==> config.mk <==
export PLATFORM = sky130hd
export DESIGN_NAME = can_rx_frame_buffer
export DESIGN_NICKNAME = d
export VERILOG_FILES = /design/src/rtl/can_rx_frame_buffer_pkg.sv /design/src/rtl/can_rx_frame_buffer_fifo.sv /design/src/rtl/can_rx_frame_buffer.sv
export SDC_FILE = /design/constraint.sdc
export NUM_CORES = 1
export LEC_CHECK = 0
export BUFFER_PORTS_ARGS = -buffer_cell sky130_fd_sc_hd__buf_2
export CORE_ASPECT_RATIO = 2
export CORE_MARGIN = 2
export CORE_UTILIZATION = 66
export CTS_BUF_LIST = sky130_fd_sc_hd__clkbuf_8
export CTS_CLUSTER_DIAMETER = 120
export CTS_CLUSTER_SIZE = 25
export DETAILED_ROUTE_END_ITERATION = 8
export PLACE_DENSITY_LB_ADDON = 0.15
export SYNTH_ARGS = -nofsm -noshare
export SYNTH_HDL_FRONTEND = slang
export SYNTH_SLANG_ARGS = --single-unit
==> constraint.sdc <==
create_clock -name clk -period 39 [get_ports clk]
set_input_delay 5.85 -clock clk [delete_from_list [all_inputs] [get_ports clk]]
set_output_delay 5.85 -clock clk [all_outputs]
set_load 0.03 [all_outputs]
==> src/rtl/can_rx_frame_buffer_pkg.sv <==
// Shared types for the CAN receive frame buffer: the stored frame record,
// the staging FSM states and the data-field length helper.
package can_pkg;

    localparam int MAX_BYTES = 8;

    typedef struct packed {
        logic [28:0] id;
        logic        ext;
        logic        rtr;
        logic [3:0]  dlc;
        logic [63:0] data;
    } can_frame_t;

    typedef enum logic [1:0] {
        IDLE = 2'd0,
        HDR  = 2'd1,
        DATA = 2'd2,
        WAIT = 2'd3
    } stage_state_t;

    // Remote frames carry no data; DLC values above the byte limit saturate.
    function automatic logic [3:0] frame_nbytes(input logic       rtr,
                                                input logic [3:0] dlc,
                                                input int         max_bytes);
        logic [3:0] nb;
        nb = dlc;
        if (rtr) begin
            nb = 4'd0;
        end else if (int'(dlc) > max_bytes) begin
            nb = 4'(max_bytes);
        end
        return nb;
    endfunction

endpackage

==> src/rtl/can_rx_frame_buffer_fifo.sv <==
// First-word-fall-through frame FIFO; a push into a full FIFO is accepted
// only when a pop happens in the same cycle.
module can_frame_fifo
    import can_pkg::*;
#(
    parameter int DEPTH = 4
) (
    input  logic                   clk,
    input  logic                   rst,
    input  logic                   push,
    input  can_frame_t             wr_frame,
    input  logic                   pop,
    output can_frame_t             rd_frame,
    output logic                   full,
    output logic                   empty,
    output logic [$clog2(DEPTH):0] count
);

    localparam int AW = $clog2(DEPTH);

    can_frame_t    mem_q [DEPTH];
    can_frame_t    mem_d [DEPTH];
    logic [AW-1:0] wr_ptr_q, wr_ptr_d;
    logic [AW-1:0] rd_ptr_q, rd_ptr_d;
    logic [AW:0]   count_q, count_d;
    logic          do_push, do_pop;

    assign empty    = (count_q == '0);
    assign full     = (count_q == (AW+1)'(DEPTH));
    assign count    = count_q;
    assign rd_frame = mem_q[rd_ptr_q];

    always_comb begin
        mem_d    = mem_q;
        wr_ptr_d = wr_ptr_q;
        rd_ptr_d = rd_ptr_q;
        count_d  = count_q;
        do_pop   = pop && !empty;
        do_push  = push && (!full || do_pop);

        if (do_push) begin
            mem_d[wr_ptr_q] = wr_frame;
            wr_ptr_d        = wr_ptr_q + 1'b1;
        end
        if (do_pop) begin
            rd_ptr_d = rd_ptr_q + 1'b1;
        end
        case ({do_push, do_pop})
            2'b10:   count_d = count_q + 1'b1;
            2'b01:   count_d = count_q - 1'b1;
            default: count_d = count_q;
        endcase
    end

    always_ff @(posedge clk or posedge rst) begin
        if (rst) begin
            for (int i = 0; i < DEPTH; i++) begin
                mem_q[i] <= '0;
            end
            wr_ptr_q <= '0;
            rd_ptr_q <= '0;
            count_q  <= '0;
        end else begin
            for (int i = 0; i < DEPTH; i++) begin
                mem_q[i] <= mem_d[i];
            end
            wr_ptr_q <= wr_ptr_d;
            rd_ptr_q <= rd_ptr_d;
            count_q  <= count_d;
        end
    end

endmodule

==> src/rtl/can_rx_frame_buffer.sv <==
// CAN receive frame buffer: stages one frame (header + MSB-first data bits)
// and commits it to the frame FIFO only when the frame ends without error.
module can_rx_frame_buffer
    import can_pkg::*;
#(
    parameter int DEPTH     = 4,
    parameter int MAX_BYTES = can_pkg::MAX_BYTES
) (
    input  logic                   clk,
    input  logic                   RST,
    input  logic                   bitstrobe,
    input  logic                   rx_bit,
    input  logic                   bitstuff,
    input  logic                   sof,
    input  logic                   dataphase,
    input  logic                   new_id,
    input  logic [28:0]            msg_id,
    input  logic                   ext,
    input  logic                   rtr,
    input  logic [3:0]             pkt_size,
    input  logic                   frame_done,
    input  logic                   frame_err,
    output logic                   enddata,
    input  logic                   rd_en,
    output logic                   rd_valid,
    output logic [28:0]            rd_id,
    output logic                   rd_ext,
    output logic                   rd_rtr,
    output logic [3:0]             rd_dlc,
    output logic [63:0]            rd_data,
    output logic [$clog2(DEPTH):0] count,
    output logic                   overflow,
    input  logic                   ovf_clr
);

    stage_state_t state_q, state_d;
    logic [6:0]   bitcnt_q, bitcnt_d;
    logic [3:0]   nbytes_q, nbytes_d;
    logic [28:0]  id_q, id_d;
    logic         ext_q, ext_d;
    logic         rtr_q, rtr_d;
    logic [3:0]   dlc_q, dlc_d;
    logic [63:0]  data_q, data_d;
    logic         overflow_q, overflow_d;

    logic         commit;
    logic         last_bit;
    logic [6:0]   last_idx;
    logic         fifo_full;
    logic         fifo_empty;
    can_frame_t   wr_frame;
    can_frame_t   head;

    assign last_idx = {nbytes_q, 3'b000} - 7'd1;
    assign last_bit = (bitcnt_q == last_idx);
    assign enddata  = (state_q == DATA) && dataphase && !bitstuff && last_bit;

    always_comb begin
        state_d  = state_q;
        bitcnt_d = bitcnt_q;
        nbytes_d = nbytes_q;
        id_d     = id_q;
        ext_d    = ext_q;
        rtr_d    = rtr_q;
        dlc_d    = dlc_q;
        data_d   = data_q;
        commit   = 1'b0;

        if (bitstrobe) begin
            // sof restarts staging from any state, abandoning a frame in flight
            if (sof) begin
                data_d   = '0;
                bitcnt_d = '0;
                state_d  = HDR;
            end else begin
                case (state_q)
                    HDR: begin
                        if (new_id) begin
                            id_d     = msg_id;
                            ext_d    = ext;
                            rtr_d    = rtr;
                            dlc_d    = pkt_size;
                            nbytes_d = frame_nbytes(rtr, pkt_size, MAX_BYTES);
                            state_d  = (nbytes_d != 4'd0) ? DATA : WAIT;
                        end
                    end
                    DATA: begin
                        if (dataphase && !bitstuff) begin
                            data_d[6'd63 - bitcnt_q[5:0]] = rx_bit;
                            bitcnt_d                      = bitcnt_q + 7'd1;
                            if (last_bit) begin
                                state_d = WAIT;
                            end
                        end
                    end
                    WAIT: begin
                        if (frame_done) begin
                            commit  = 1'b1;
                            state_d = IDLE;
                        end
                    end
                    default: begin
                    end
                endcase
            end
        end

        // An error on any cycle discards the staged frame, even over a commit
        if (frame_err) begin
            state_d  = IDLE;
            data_d   = '0;
            bitcnt_d = '0;
            commit   = 1'b0;
        end
    end

    always_comb begin
        overflow_d = overflow_q;
        if (ovf_clr) begin
            overflow_d = 1'b0;
        end
        if (commit && fifo_full && !rd_en) begin
            overflow_d = 1'b1;
        end
    end

    always_ff @(posedge clk or posedge RST) begin
        if (RST) begin
            state_q    <= IDLE;
            bitcnt_q   <= '0;
            nbytes_q   <= '0;
            id_q       <= '0;
            ext_q      <= 1'b0;
            rtr_q      <= 1'b0;
            dlc_q      <= '0;
            data_q     <= '0;
            overflow_q <= 1'b0;
        end else begin
            state_q    <= state_d;
            bitcnt_q   <= bitcnt_d;
            nbytes_q   <= nbytes_d;
            id_q       <= id_d;
            ext_q      <= ext_d;
            rtr_q      <= rtr_d;
            dlc_q      <= dlc_d;
            data_q     <= data_d;
            overflow_q <= overflow_d;
        end
    end

    assign wr_frame = '{id: id_q, ext: ext_q, rtr: rtr_q, dlc: dlc_q, data: data_q};

    // Read handshake: the head entry is presented while rd_valid=1; it is
    // consumed at a clock edge where rd_en=1 and rd_valid=1; rd_en alone is ignored.
    can_frame_fifo #(
        .DEPTH(DEPTH)
    ) u_fifo (
        .clk     (clk),
        .rst     (RST),
        .push    (commit),
        .wr_frame(wr_frame),
        .pop     (rd_en),
        .rd_frame(head),
        .full    (fifo_full),
        .empty   (fifo_empty),
        .count   (count)
    );

    assign rd_valid = !fifo_empty;
    assign rd_id    = head.id;
    assign rd_ext   = head.ext;
    assign rd_rtr   = head.rtr;
    assign rd_dlc   = head.dlc;
    assign rd_data  = head.data;
    assign overflow = overflow_q;

endmodule

Word-level counts from Yosys, hierarchy flattened
Index checks and enable logic that the tools add are counted.

Output and inout bits: 105. Bits in registers: 516.

Add/sub/neg operators: 7. Mux-type cells: 42. Bitwise logic cells: 3. Reductions and logical operators: 26. Equality and inequality tests: 11. Magnitude comparators: 6.

Operators by type and width (count): $bwmux W396 (1); $mux W64 (5); $mux W99 (3); $bmux W99 S2 (1); $demux W99 S2 (1); $bwmux W64 (1); $mux W7 (5); $mux W4 (6); $mux W2 (7); $ne A4 B4 Y1 const B (3); $logic_and A1 B1 Y1 (10); $mux W1 (9); $add A7 B1 Y7 const B (1); $eq A7 B7 Y1 (1); $lt A6 B7 Y1 const B (1); $sub A7 B1 Y7 const B (1); $demux W1 S6 (1); $eq A2 B2 Y1 const B (3); $ge A3 B3 Y1 const B (2); $ge A6 B1 Y1 const B (1); $not A2 Y3 (2); $pmux W2 S3 (1); $pmux W3 S2 (1); $reduce_and A6 Y1 (1); 19 further kinds (27).

Logic depth before layout (Yosys ltp)
Depth in word-level cells: 14. Depth in mapped cells: 10. Mapped depth without buffers: 9.

Hierarchy
Synthesis repeated with hierarchy kept, for this count alone.

Cells, all modules: 1470. Area, all modules: 22602.9 um2.

Modules (own cells, without submodules): can_frame_fifo (area an instance 17380.4 um2, times used 1, cells an instance 995); can_rx_frame_buffer (area an instance 5222.5 um2, times used 1, cells an instance 475).

Least setup slack after synthesis
Ideal clock, no wire load.

Path type: input to output. Start: input bitstuff. End: output enddata. Data required time: 33150 ps. Arrival: 6616 ps. Cell stages on the path: 3. Path slack: 26534 ps. Buffers on the path: 1. Path through: nand4bb_1 -> clkbuf_1 -> nor2_1.

Word-level cells in the longest chain between the ends: 3.

RTL lines: start, declared (line can_rx_frame_buffer.sv:13) `input logic bitstuff,`; $logic_not A1 Y1 (line can_rx_frame_buffer.sv:56) `assign enddata = (state_q == DATA) && dataphase && !bitstuff && last_bit;`; $logic_and A1 B1 Y1 (2 in series) (line can_rx_frame_buffer.sv:56); end, declared (line can_rx_frame_buffer.sv:23) `output logic enddata,`.

Every way passes these cells.

Worst setup path after layout
Ends and elaborated chain as after synthesis.

==> run_results.csv <==
group,metric,value,unit
synth,synth_compound_area_share,4.350,%
timing,relSlewSlack,23.23,%
synth,synthDominantCellAreaShare,57.47,%
global_routing,grt_first_pass_wirelength,74110,um
global_routing,grt_pass1_vias,13590,
setup_path,arrival,7020,ps
cts,ctsResizeCount,0,
floorplanning,io_pins,152,
detailed_routing,drtPass1Iterations,6,
global_routing,grtUsageTotal,26.53,%
synth,synthesis.area,22470,um^2
synth,yosys.area_share.simple,2.523,%
placement,gp_congestion,0.8517,
global_routing,overflow,0,
detailed_routing,postRouteAntennaNets,0,
min_path,min_to,"u_fifo.mem_q[0]",
setup_path,cp_num_buf_inv,2,
synth,synth_area_leaders,"dfrtp_1, mux2_2, mux4_2, o211ai_1, o31ai_1",
cts,post_cts_buffers,0,
timing,post-route-period-util,33.01,%
timing,max_freq,0.07767,GHz
timing,fin_worst_skew,24.85,ps
detailed_routing,via_per_inst,6.443,
setup_path,slowest_stage,"nand4bb_1",
cts,clockRootBuffer,"clkbuf_8",
min_path,hold_path_depth,1,
setup_path,endpoint_kind,"primary output",
cts,cts_hold_buf,0,
cts,cts_buffer_depth,3,
timing,setup_viol,0,
finish,num-nets-final,1591,
pwr,power_density,39.04,nW/um^2
setup_path,crit_chain,"buf_2 -> nand4bb_1 -> nor2_1 -> buf_2",
finish,final_cell_mix,"dfrtp_1, mux2_2, buf_2",
timing,period_minus_slack,12870,ps
synth,synth_enable_flop_cells,0,
synth,ys_seq_area_share,57.47,%
setup_path,path_class,"primary input to primary output",
placement,io_buffers,151,
timing,hold_viol_final,0,
floorplanning,rows,95,
cts,clk_latency,630,ps
finish,layout_commonest_cell,"dfrtp_1",
setup_path,max_stage_delay,460,ps
global_routing,grt_max_degree,113,
run_status,status,"finished, final reports clean",
cts,cts_tree,"yes",
floorplanning,start_util,67.03,%
synth,postSynthAreaPerCell,15.55,um^2
synth,synth_nets,1500,
floorplanning,core,33520,um^2
setup_path,crit_path_start_kind,"primary input",
timing,report.final.slew_viol_count,0,
setup_path,reg2reg_from,"u_fifo.count[1]",
synth,ys_warn_count,0,
setup_path,worstPathRequired,33150,ps
min_path,min-delay-start,"u_fifo.mem_q[0]",
floorplanning,die_h,264.9,um
finish,synthToLayoutAreaGrowth,6.238,%
cts,clkTransAtPathRegs,140,ps
setup_path,path_delay_family,"simple AND/OR/NAND/NOR gates",
synth,synth_fa_ha_area_share,0.4789,%
timing,worst-slew-pin-transition,1146,ps
setup_path,rr_worst_depth,5,
synth,ys_seq_elements,516,
detailed_routing,vias,12720,
floorplanning,dieArea,35620,um^2
cts,cts_buffers,24,
setup_path,worst_r2r_endpoint,"u_fifo.mem_q[84]",
synth,yosys.area.top_type,"dfrtp_1",
cts,cts_htree_levels,1,
synth,synthDistinctLibCells,49,
placement,place_hpwl,28820,um
setup_path,reg2reg_slack,35600,ps
detailed_routing,drc_errors,0,
run,maxCapViolations,0,
setup_path,cpMostUsedCell,"buf_2",
timing,rsz0062_at_grt,"false",
setup_path,cp_max_fo,8,
synth,ys.flop_type,"dfrtp_1",
timing,hold_ws,514.9,ps
min_path,hp-class,"flop to flop",
pwr,vdd_drop_max,0.04486,mV
finish,fin_util,71.21,%
floorplanning,die_x,134.5,um
synth,synthMuxAreaShare,32.37,%
global_routing,antenna_found_initial,2,
synth,synth-xor-area-share,0.5458,%
cts,clock-sinks,516,
timing,finalSetupTns,0,ps
detailed_routing,post_drt_wl_per_cell,23.40,um
synth,async_flop_share,100.0,%
pwr,leakage,11.86,nW
detailed_routing,drtIter0Drc,755,
finish,final_layout_size_suffix_gt1_share,48.21,%
synth,synth_top_family_by_area,"multiplexers",
synth,synthCells,1445,
detailed_routing,routed_wl,46190,um
final cells by class:
type,instances,area [um^2]
clock buffers,25,344.1
multi-input cells,811,9090
well taps,436,545.5
clock inverters,2,15.01
fillers,2239,9652
diodes,1,2.502
inverters,14,60.06
repair buffers,169,890.9
flip-flops and latches,516,12920
power breakdown:
group / total (mW) / internal, mW / switching (mW)
Combinational: 0.123 / 0.0613 / 0.0621
Clock: 0.211 / 0.0593 / 0.151
Sequential: 0.598 / 0.551 / 0.0470
Total: 0.932 / 0.671 / 0.261
metrics by stage:
step	worst slack, ps	power [mW]	std cells	area, um^2
4_1_cts	26160	0.9434	1973	23870
2_1_floorplan	18740	0.6950	1445	22470
6_report	26130	0.9318	1974	23870
3_5_place_dp	26150	0.7353	1946	23510
3_3_place_gp	26180	0.7334	1946	23510
5_1_grt	26090	0.9732	1974	23870
kinds of logic (layout without fill, tap and decap cells):
| logic type | Yosys count | count (layout) |
|---|---|---|
| xor+xnor | 14 | 14 |
| simple gates | 114 | 114 |
| mux | 549 | 549 |
| compound gates | 126 | 126 |
| buf+inv | 118 | 210 |
| flops | 516 | 516 |
| other cells | 0 | 1 |
| fa+ha+maj | 8 | 8 |
metal layers:
metal | vias up | GRT usage, % | routed length, um
met4 | 2 | 9.701 | 1679
met2 | 273 | 46.84 | 24550
met5 | - | 0 | 8
li1 | 5560 | - | -
met3 | 93 | 2.811 | 1639
met1 | 6790 | 34.02 | 18310
registers in the layout, indices dropped and copies added, names as in the netlist:
| register | cells |
|---|---|
| data_q | 64 |
| nbytes_q | 4 |
| u_fifo.wr_ptr_q | 2 |
| dlc_q | 4 |
| u_fifo.rd_ptr_q | 2 |
| rtr_q | 1 |
| u_fifo.mem_q | 396 |
| id_q | 29 |
| u_fifo.count | 3 |
| ext_q | 1 |
| state_q | 2 |
| bitcnt_q | 7 |
| overflow | 1 |
synth_stat cells (all sizes together), types with 2 or more instances:
| library cell | n |
|---|---|
| a211o | 2 |
| a211oi | 4 |
| a21oi | 4 |
| buf | 55 |
| clkbuf | 49 |
| dfrtp | 516 |
| ha | 7 |
| inv | 14 |
| mux2 | 431 |
| mux2i | 19 |
| mux4 | 99 |
| nand2 | 46 |
| nand2b | 7 |
| nand3 | 11 |
| nor2 | 21 |
| nor2b | 4 |
| nor3 | 8 |
| nor4 | 5 |
| o2111ai | 3 |
| o211ai | 29 |
| o21ai | 9 |
| o311ai | 19 |
| o31ai | 27 |
| o41ai | 21 |
| or2 | 2 |
| or4 | 2 |
| xnor2 | 7 |
| xor2 | 7 |
how the worst max path moves through the flow:
stage / start / to / slack (ps) / depth (start not counted)
global route: bitstuff / enddata / 26090 / 4
global placement: bitstuff / enddata / 26180 / 4
detailed placement: bitstuff / enddata / 26150 / 4
CTS: bitstuff / enddata / 26160 / 4
floorplan: RST / bitcnt_q[0] / 18740 / 1
finish: bitstuff / enddata / 26130 / 4
Note: power is estimated with default switching activity, not from simulation.
